### src/rtl/registro_universal_if.sv
// Bus bundle for registro_universal: control/data inputs and registered status outputs.
interface registro_universal_if #(
  parameter int WIDTH = 8
);
  logic             ENA;
  logic [2:0]       OP;
  logic [WIDTH-1:0] D;
  logic             SIN;
  logic             UNDO;
  logic [WIDTH-1:0] Q;
  logic             CO;
  logic             Z;
  logic             UNDO_VLD;

  modport master (
    output ENA, OP, D, SIN, UNDO,
    input  Q, CO, Z, UNDO_VLD
  );

  modport slave (
    input  ENA, OP, D, SIN, UNDO,
    output Q, CO, Z, UNDO_VLD
  );
endinterface

### src/rtl/registro_universal.sv
// Universal register: load, shift, rotate, inc/dec with carry flag and one-deep undo.
module registro_universal #(
  parameter int               WIDTH   = 8,
  parameter logic [WIDTH-1:0] RST_VAL = {1'b1, {(WIDTH-1){1'b0}}}
) (
  input logic                 CLK,
  input logic                 RST,
  registro_universal_if.slave bus
);

  typedef enum logic [2:0] {
    OP_HOLD = 3'b000,
    OP_LOAD = 3'b001,
    OP_SHL  = 3'b010,
    OP_SHR  = 3'b011,
    OP_ROL  = 3'b100,
    OP_ROR  = 3'b101,
    OP_INC  = 3'b110,
    OP_DEC  = 3'b111
  } op_e;

  op_e              op_sel;
  logic [WIDTH-1:0] q_r, q_nx;
  logic [WIDTH-1:0] sh_r, sh_nx;
  logic             co_r, co_nx;
  logic             vld_r, vld_nx;
  logic             z_r;
  logic             take_undo;

  assign op_sel = op_e'(bus.OP);

  always_comb begin
    q_nx      = q_r;
    sh_nx     = sh_r;
    co_nx     = co_r;
    vld_nx    = vld_r;
    take_undo = bus.ENA && bus.UNDO && vld_r;
    if (take_undo) begin
      q_nx   = sh_r;
      co_nx  = 1'b0;
      vld_nx = 1'b0;
    end else if (bus.ENA && op_sel != OP_HOLD) begin
      sh_nx  = q_r;
      vld_nx = 1'b1;
      unique case (op_sel)
        OP_HOLD: ;
        OP_LOAD: begin
          q_nx  = bus.D;
          co_nx = 1'b0;
        end
        OP_SHL: begin
          q_nx  = {q_r[WIDTH-2:0], bus.SIN};
          co_nx = q_r[WIDTH-1];
        end
        OP_SHR: begin
          q_nx  = {bus.SIN, q_r[WIDTH-1:1]};
          co_nx = q_r[0];
        end
        OP_ROL: begin
          q_nx  = {q_r[WIDTH-2:0], q_r[WIDTH-1]};
          co_nx = q_r[WIDTH-1];
        end
        OP_ROR: begin
          q_nx  = {q_r[0], q_r[WIDTH-1:1]};
          co_nx = q_r[0];
        end
        OP_INC: {co_nx, q_nx} = {1'b0, q_r} + (WIDTH+1)'(1);
        OP_DEC: begin
          q_nx  = q_r - WIDTH'(1);
          co_nx = (q_r == '0);
        end
      endcase
    end
  end

  // Z is registered from the next-state value so it tracks Q with no extra lag.
  always_ff @(posedge CLK or posedge RST) begin
    if (RST) begin
      q_r   <= RST_VAL;
      sh_r  <= RST_VAL;
      co_r  <= 1'b0;
      vld_r <= 1'b0;
      z_r   <= (RST_VAL == '0);
    end else begin
      q_r   <= q_nx;
      sh_r  <= sh_nx;
      co_r  <= co_nx;
      vld_r <= vld_nx;
      z_r   <= (q_nx == '0);
    end
  end

  assign bus.Q        = q_r;
  assign bus.CO       = co_r;
  assign bus.Z        = z_r;
  assign bus.UNDO_VLD = vld_r;

endmodule

### src/flat_wrapper.sv
// flat-port wrapper written by rule: the top's interface ports become plain ports
module registro_universal_flat 
#(
  parameter int               WIDTH   = 8,
  parameter logic [WIDTH-1:0] RST_VAL = {1'b1, {(WIDTH-1){1'b0}}}
)
  (CLK, RST, bus_ENA, bus_OP, bus_D, bus_SIN, bus_UNDO, bus_Q, bus_CO, bus_Z, bus_UNDO_VLD);
  registro_universal_if #(.WIDTH(WIDTH)) bus_i ();
  input logic CLK;
  input logic RST;
  input wire logic [$bits(bus_i.ENA)-1:0] bus_ENA;
  input wire logic [$bits(bus_i.OP)-1:0] bus_OP;
  input wire logic [$bits(bus_i.D)-1:0] bus_D;
  input wire logic [$bits(bus_i.SIN)-1:0] bus_SIN;
  input wire logic [$bits(bus_i.UNDO)-1:0] bus_UNDO;
  output wire logic [$bits(bus_i.Q)-1:0] bus_Q;
  output wire logic [$bits(bus_i.CO)-1:0] bus_CO;
  output wire logic [$bits(bus_i.Z)-1:0] bus_Z;
  output wire logic [$bits(bus_i.UNDO_VLD)-1:0] bus_UNDO_VLD;
  assign bus_i.ENA = bus_ENA;
  assign bus_i.OP = bus_OP;
  assign bus_i.D = bus_D;
  assign bus_i.SIN = bus_SIN;
  assign bus_i.UNDO = bus_UNDO;
  assign bus_Q = bus_i.Q;
  assign bus_CO = bus_i.CO;
  assign bus_Z = bus_i.Z;
  assign bus_UNDO_VLD = bus_i.UNDO_VLD;
  registro_universal #(.WIDTH(WIDTH), .RST_VAL(RST_VAL)) u_core (.CLK(CLK), .RST(RST), .bus(bus_i));
endmodule
### config.mk
export PLATFORM = sky130hd
export DESIGN_NAME = registro_universal_flat
export DESIGN_NICKNAME = d
export VERILOG_FILES = /design/src/rtl/registro_universal_if.sv /design/src/rtl/registro_universal.sv /design/src/flat_wrapper.sv
export SDC_FILE = /design/constraint.sdc
export NUM_CORES = 1
export LEC_CHECK = 0
export CORE_MARGIN = 2
export CORE_UTILIZATION = 47
export DETAILED_ROUTE_END_ITERATION = 8
export PLACE_DENSITY = 0.75
export SYNTH_ARGS = -nofsm -noshare
export SYNTH_HDL_FRONTEND = slang
export SYNTH_SLANG_ARGS = --single-unit
### constraint.sdc
create_clock -name CLK -period 2.2 [get_ports CLK]
set_clock_uncertainty 0.15 [all_clocks]
set_input_delay 0.44 -clock CLK [delete_from_list [all_inputs] [get_ports CLK]]
set_output_delay 0.44 -clock CLK [all_outputs]
set_load 0.01 [all_outputs]
Yosys cells after proc, flatten, opt, wreduce, memory -nomap -nowiden
Index checks and enable logic that the tools add are counted.

Flip-flop bits (word level): 19. Bits in latches: 0. Memory bits (writable): 0. Memory bits (read-only): 0. Logic and storage cells: 35. Memories: 0.

Add/sub/neg operators: 2. Multiply operators: 0. Divide/modulo/power cells: 0. $lt $le $gt $ge: 0. Eq/ne operators: 7. Shift-type cells: 0. Muxes and demuxes: 8. Bitwise operators: 1. Reduce and logical (&&, ||, !) cells: 12.

Operators with widths (number): $pmux 8 s7 (1); $logic_not 8->1 (2); $mux 8 (2); $eq 3x3->1 const B (4); $add 8x1->9 const B (1); $sub 8x1->8 const B (1); $eq 3x2->1 const B (2); $reduce_bool 6->1 (1); $pmux 1 s5 (1); $mux 1 (4); $reduce_and 2->1 (2); $reduce_or 2->1 (2); $eq 3x1->1 const B (1); $logic_and 1x1->1 (3); $reduce_bool 3->1 (1); $reduce_bool 2->1 (1); $not 1->1 (1).

Depth between registers and ports, before layout
Word-level depth: 5. Depth in mapped cells: 9.

Worst setup path before layout
Ideal clock, no wire load.

Kind: register to register. Start point: register u_core.q_r[0] (netlist: u_core.bus.Q[0]). End point: register u_core.z_r (netlist: u_core.bus.Z). Setup time: 0.068 ns. Arrival time: 1.991 ns. Required time: 1.982 ns. Path slack: -0.009 ns. Cell stages (with the launch flop): 9. Path buffers: 0. Period minus slack after synthesis: 2.209 ns. Cell sequence: dfrtp_1 > inv_1 > ha_1 > xor2_1 > a22oi_2 > a21oi_1 > a221o_1 > nor4b_2 > and4bb_1.

Cells in the longest elaborated chain, start to end: 5.

RTL lines: from (decl) (RTL line registro_universal.sv:23) `logic [WIDTH-1:0] q_r, q_nx;`; from (signal assigned) (RTL line registro_universal.sv:85) `q_r <= q_nx;`; $sub 8x1->8 or $add 8x1->9 (tied branches) (RTL line registro_universal.sv:69, registro_universal.sv:67); $pmux 8 s7 (*) (RTL line registro_universal.sv:45) `unique case (op_sel)`; $mux 8 (*) (RTL line registro_universal.sv:42) `end else if (bus.ENA && op_sel != OP_HOLD) begin`; $mux 8 (*) (RTL line registro_universal.sv:38) `if (take_undo) begin`; via u_core.q_nx[1] (RTL line registro_universal.sv:23); $logic_not 8->1 (*) (RTL line registro_universal.sv:89) `z_r <= (q_nx == '0);`; to (signal assigned) (RTL line registro_universal.sv:83) `z_r <= (RST_VAL == '0);`; to (signal assigned) (RTL line registro_universal.sv:89); to (decl) (RTL line registro_universal.sv:27) `logic z_r;`.

Mark *: on every way through the listed nets, which the timed path passes. The rest lies on a longest branch. A chain may end at the register's enable or synchronous reset.

Worst setup path in the final report
Start point: input bus_OP[0]. End point: register u_core.z_r (netlist: u_core.bus.Z).

Cells in the longest elaborated chain, start to end: 5.

RTL lines: from (decl) (RTL line flat_wrapper.sv:12) `input wire logic [$bits(bus_i.OP)-1:0] bus_OP;`; $eq 3x3->1, or another cell as far along (RTL line registro_universal.sv:45); $pmux 8 s7 or $logic_and 1x1->1 (tied branches) (RTL line registro_universal.sv:45, registro_universal.sv:42); $mux 8 (*) (RTL line registro_universal.sv:42); $mux 8 (*) (RTL line registro_universal.sv:38); via u_core.q_nx[1] (RTL line registro_universal.sv:23); $logic_not 8->1 (*) (RTL line registro_universal.sv:89).

Marked as above.

==> flow_metrics.tcl <==
set metrics [dict create \
    final_common_cell "buf_4" \
    rrSetupSlack_ns 0.01 \
    synth-edff-count 0 \
    drive_gt1_share_pct 43.38 \
    synth_mux_area_share_pct 13.50 \
    port_buffers 26 \
    synthesis.area_um2 1520 \
    antenna_found_initial 0 \
    async_reset_ff_share_pct 100.0 \
    layout_min_cycle_time_ns 2.197 \
    dpl.hpwl_mm 3.155 \
    max_freq_mhz 455.2 \
    leakage_nw 0.9734 \
    clock_latency_ns 0.31 \
    vias 1598 \
    placed_cells 250 \
    dr.first_iter.drc_count 169 \
    startpoint_type "input pin" \
    cts_hold_buf 0 \
    relSlewSlack_pct 66.49 \
    synth_top_family_by_area "simple AND/OR/NAND/NOR gates" \
    drv_cap 0 \
    synth_warnings 0 \
    hold_class "in -> async" \
    ant_nets 0 \
    synth_cells 162 \
    seq_area_um2 480.5 \
    area_growth_pct 48.97 \
    antenna_cells 0 \
    rsz0062_at_grt "true" \
    grt_pass1_vias 1579 \
    final_min_period_over_clock_period_pct 99.87 \
    clk_pin_slew_ns 0.11 \
    synth_cell_types 55 \
    synth.avg_cell_area_um2 9.384 \
    routed_via_density 6.076 \
    wirelength_mm 4.875 \
    path_max_fanout 7 \
    highest-signal-layer "met4" \
    grt_pass1_wl_mm 7.590 \
    nets 239 \
    rows 20 \
    synth_compound_area_share_pct 19.92 \
    synthAdderAreaFrac_pct 2.469 \
    final_cell_area_um2 2265 \
    ioPinCount 27 \
    grt_usage_pct 27.71 \
    die_w_um 60.87 \
    die_y_um 60.87 \
    critPathRequiredTime_ns 2.30 \
    synthXorXnorAreaFrac_pct 4.609 \
    finalPower_w 0.001799 \
    setup_viol 0 \
    wl_per_cell_um 18.54 \
    clk_path_buf_depth 2 \
    remaining_drc_errors 0 \
    wl_met3_um 305 \
    hold_viol 0 \
    critPathArrivalTime_ns 2.29 \
    first_pass_iters 4 \
    multi_input_area_um2 1055 \
    grt_start_max_net_pins 20 \
    htreeDepth 1 \
    clockRootBuffer "clkbuf_4" \
    final_cell_mix "buf_4, clkdlybuf4s50_1, nand2_1, dfrtp_1, mux2_2" \
    n_fill_cell 195 \
    final_cells 263 \
    cts_buffers 3 \
    outcome "finished, final reports clean" \
    synth_top_flop_cell "dfrtp_1" \
    drv_slew 0 \
    dieArea_um2 3705 \
    overflow 0 \
    cts.sinks 19 \
    powerDensity_nw_per_um2 794.4 \
    ir_worst_vdd_v 0.0006289 \
    ys_ff_latch 19 \
    start_util_pct 49.80 \
    yosysSeqAreaShare_pct 31.44 \
    synthesis.nets 181 \
    synth-simple-area-share_pct 20.58 \
    cts_tree "done" \
    place_area_um2 2009 \
    met2_wirelength_mm 2.433 \
    met1_length_mm 2.034 \
    tightestPinTransition_ns 0.5009 \
    setup.worst_path.end_class "flip-flop" \
    critPathKind "in -> reg" \
    core_um2 3053 \
    place_congestion 0.9164 \
]
## worst max-delay path, cell delays in order
cell and delay (ns):
clkdlybuf4s15_1 0.24, bufbuf_16 0.29, mux2_4 0.30, a22oi_2 0.16, a21oi_2 0.10, a221o_1 0.31, nor4b_2 0.24, and4bb_1 0.21
## Yosys cell counts (2+ instances only)
master / n / share of area, %
a21oi_1: 5 / 1.6
clkbuf_2: 2 / 0.66
clkbuf_1: 4 / 0.99
o21ai_0: 9 / 3.0
dfstp_2: 2 / 3.5
buf_4: 3 / 1.5
nand4_1: 2 / 0.82
a31oi_1: 2 / 0.82
nor2_1: 6 / 1.5
nand2_1: 15 / 3.7
ha_1: 3 / 2.5
buf_6: 2 / 1.5
dfrtp_1: 17 / 28
buf_2: 5 / 1.6
inv_1: 4 / 0.99
mux2i_1: 4 / 2.6
a22oi_1: 6 / 3.0
mux2_2: 12 / 8.9
nand2b_1: 5 / 2.1
a221o_1: 3 / 2.0
and3_1: 2 / 0.82
a211oi_1: 2 / 0.99
a221oi_1: 2 / 1.2
nor4b_1: 2 / 1.2
nand3_1: 3 / 0.99
xnor2_1: 4 / 2.3
nor3b_1: 3 / 1.5
xor2_1: 4 / 2.3
nor2b_1: 2 / 0.82
mux2_4: 2 / 2.0
## cell families (layout without fill, tap and decap cells)
group / Yosys count / in the layout
AOI/OAI and AO/OA: 42 / 42
xor gates and xnor gates: 8 / 8
adders and majority gates: 3 / 3
buffers and inverters: 21 / 78
DFF: 19 / 19
muxes: 18 / 18
and+or+nand+nor: 51 / 51
## power breakdown
part | switching (W) | internal (W) | total [W] | leakage (nW)
logic | 0.000454 | 0.000573 | 0.00103 | 0.718
registers | 0.000135 | 0.000459 | 0.000594 | 0.238
clock network | 0.000110 | 0.0000681 | 0.000178 | 0.0177
## metal layers
| metal | vias up | GRT usage (%) |
|---|---|---|
| met3 | 12 | 3.198 |
| met2 | 85 | 47.93 |
| met5 | - | 0 |
| met1 | 783 | 35.55 |
| met4 | 0 | 10.25 |
| li1 | 718 | - |
## state kept, by name, indices dropped and copies added (netlist names)
signal and cells:
u_core.sh_r 8, u_core.bus.UNDO_VLD 1, u_core.bus.CO 1, u_core.bus.Q 8, u_core.bus.Z 1
## metrics by stage
stage | hold WS [ns] | util [%] | TNS, ns | worst slack [ns]
floorplan | 0.2396 | - | 0 | 0.04018
global placement | 0.3134 | 65.82 | -2.761 | -0.4864
detailed placement | 0.3308 | 65.82 | -3.417 | -0.5049
CTS | 0.2935 | 72.50 | 0 | 0.006064
global route | 0.3510 | 74.18 | -0.1139 | -0.1139
finish | 0.2824 | 74.18 | 0 | 0.002965
## timing repair
action / 4_1_cts / 5_1_grt
endpoints found under the hold margin: 0 / 0
cloned: 1 / 0
buffers inserted: 7 / 1
pin swaps: 9 / 9
setup endpoints to repair: 2 / 2
resized for setup: 26 / 11
## final timing paths
check / startpoint / cells past startpoint / end
max: bus_OP[0] / 8 / u_core.bus.Z
min: RST / 3 / u_core.sh_r[6]
max reg2reg: u_core.bus.Q[1] / 8 / u_core.bus.Z
min reg2reg: u_core.sh_r[6] / 2 / u_core.sh_r[6]
max in group asynchronous: RST / 3 / u_core.sh_r[7]
min in group CLK: u_core.sh_r[6] / 2 / u_core.sh_r[6]
## layout make-up
type	count	share of cell area, %
clock buffers	3	0.9945
clock inverters	1	0.2210
inverters	5	0.9392
multi-input cells	122	46.57
flip-flops and latches	19	21.22
well taps	44	2.431
repair buffers	69	27.62
Note: power is estimated with default switching activity, not from simulation.
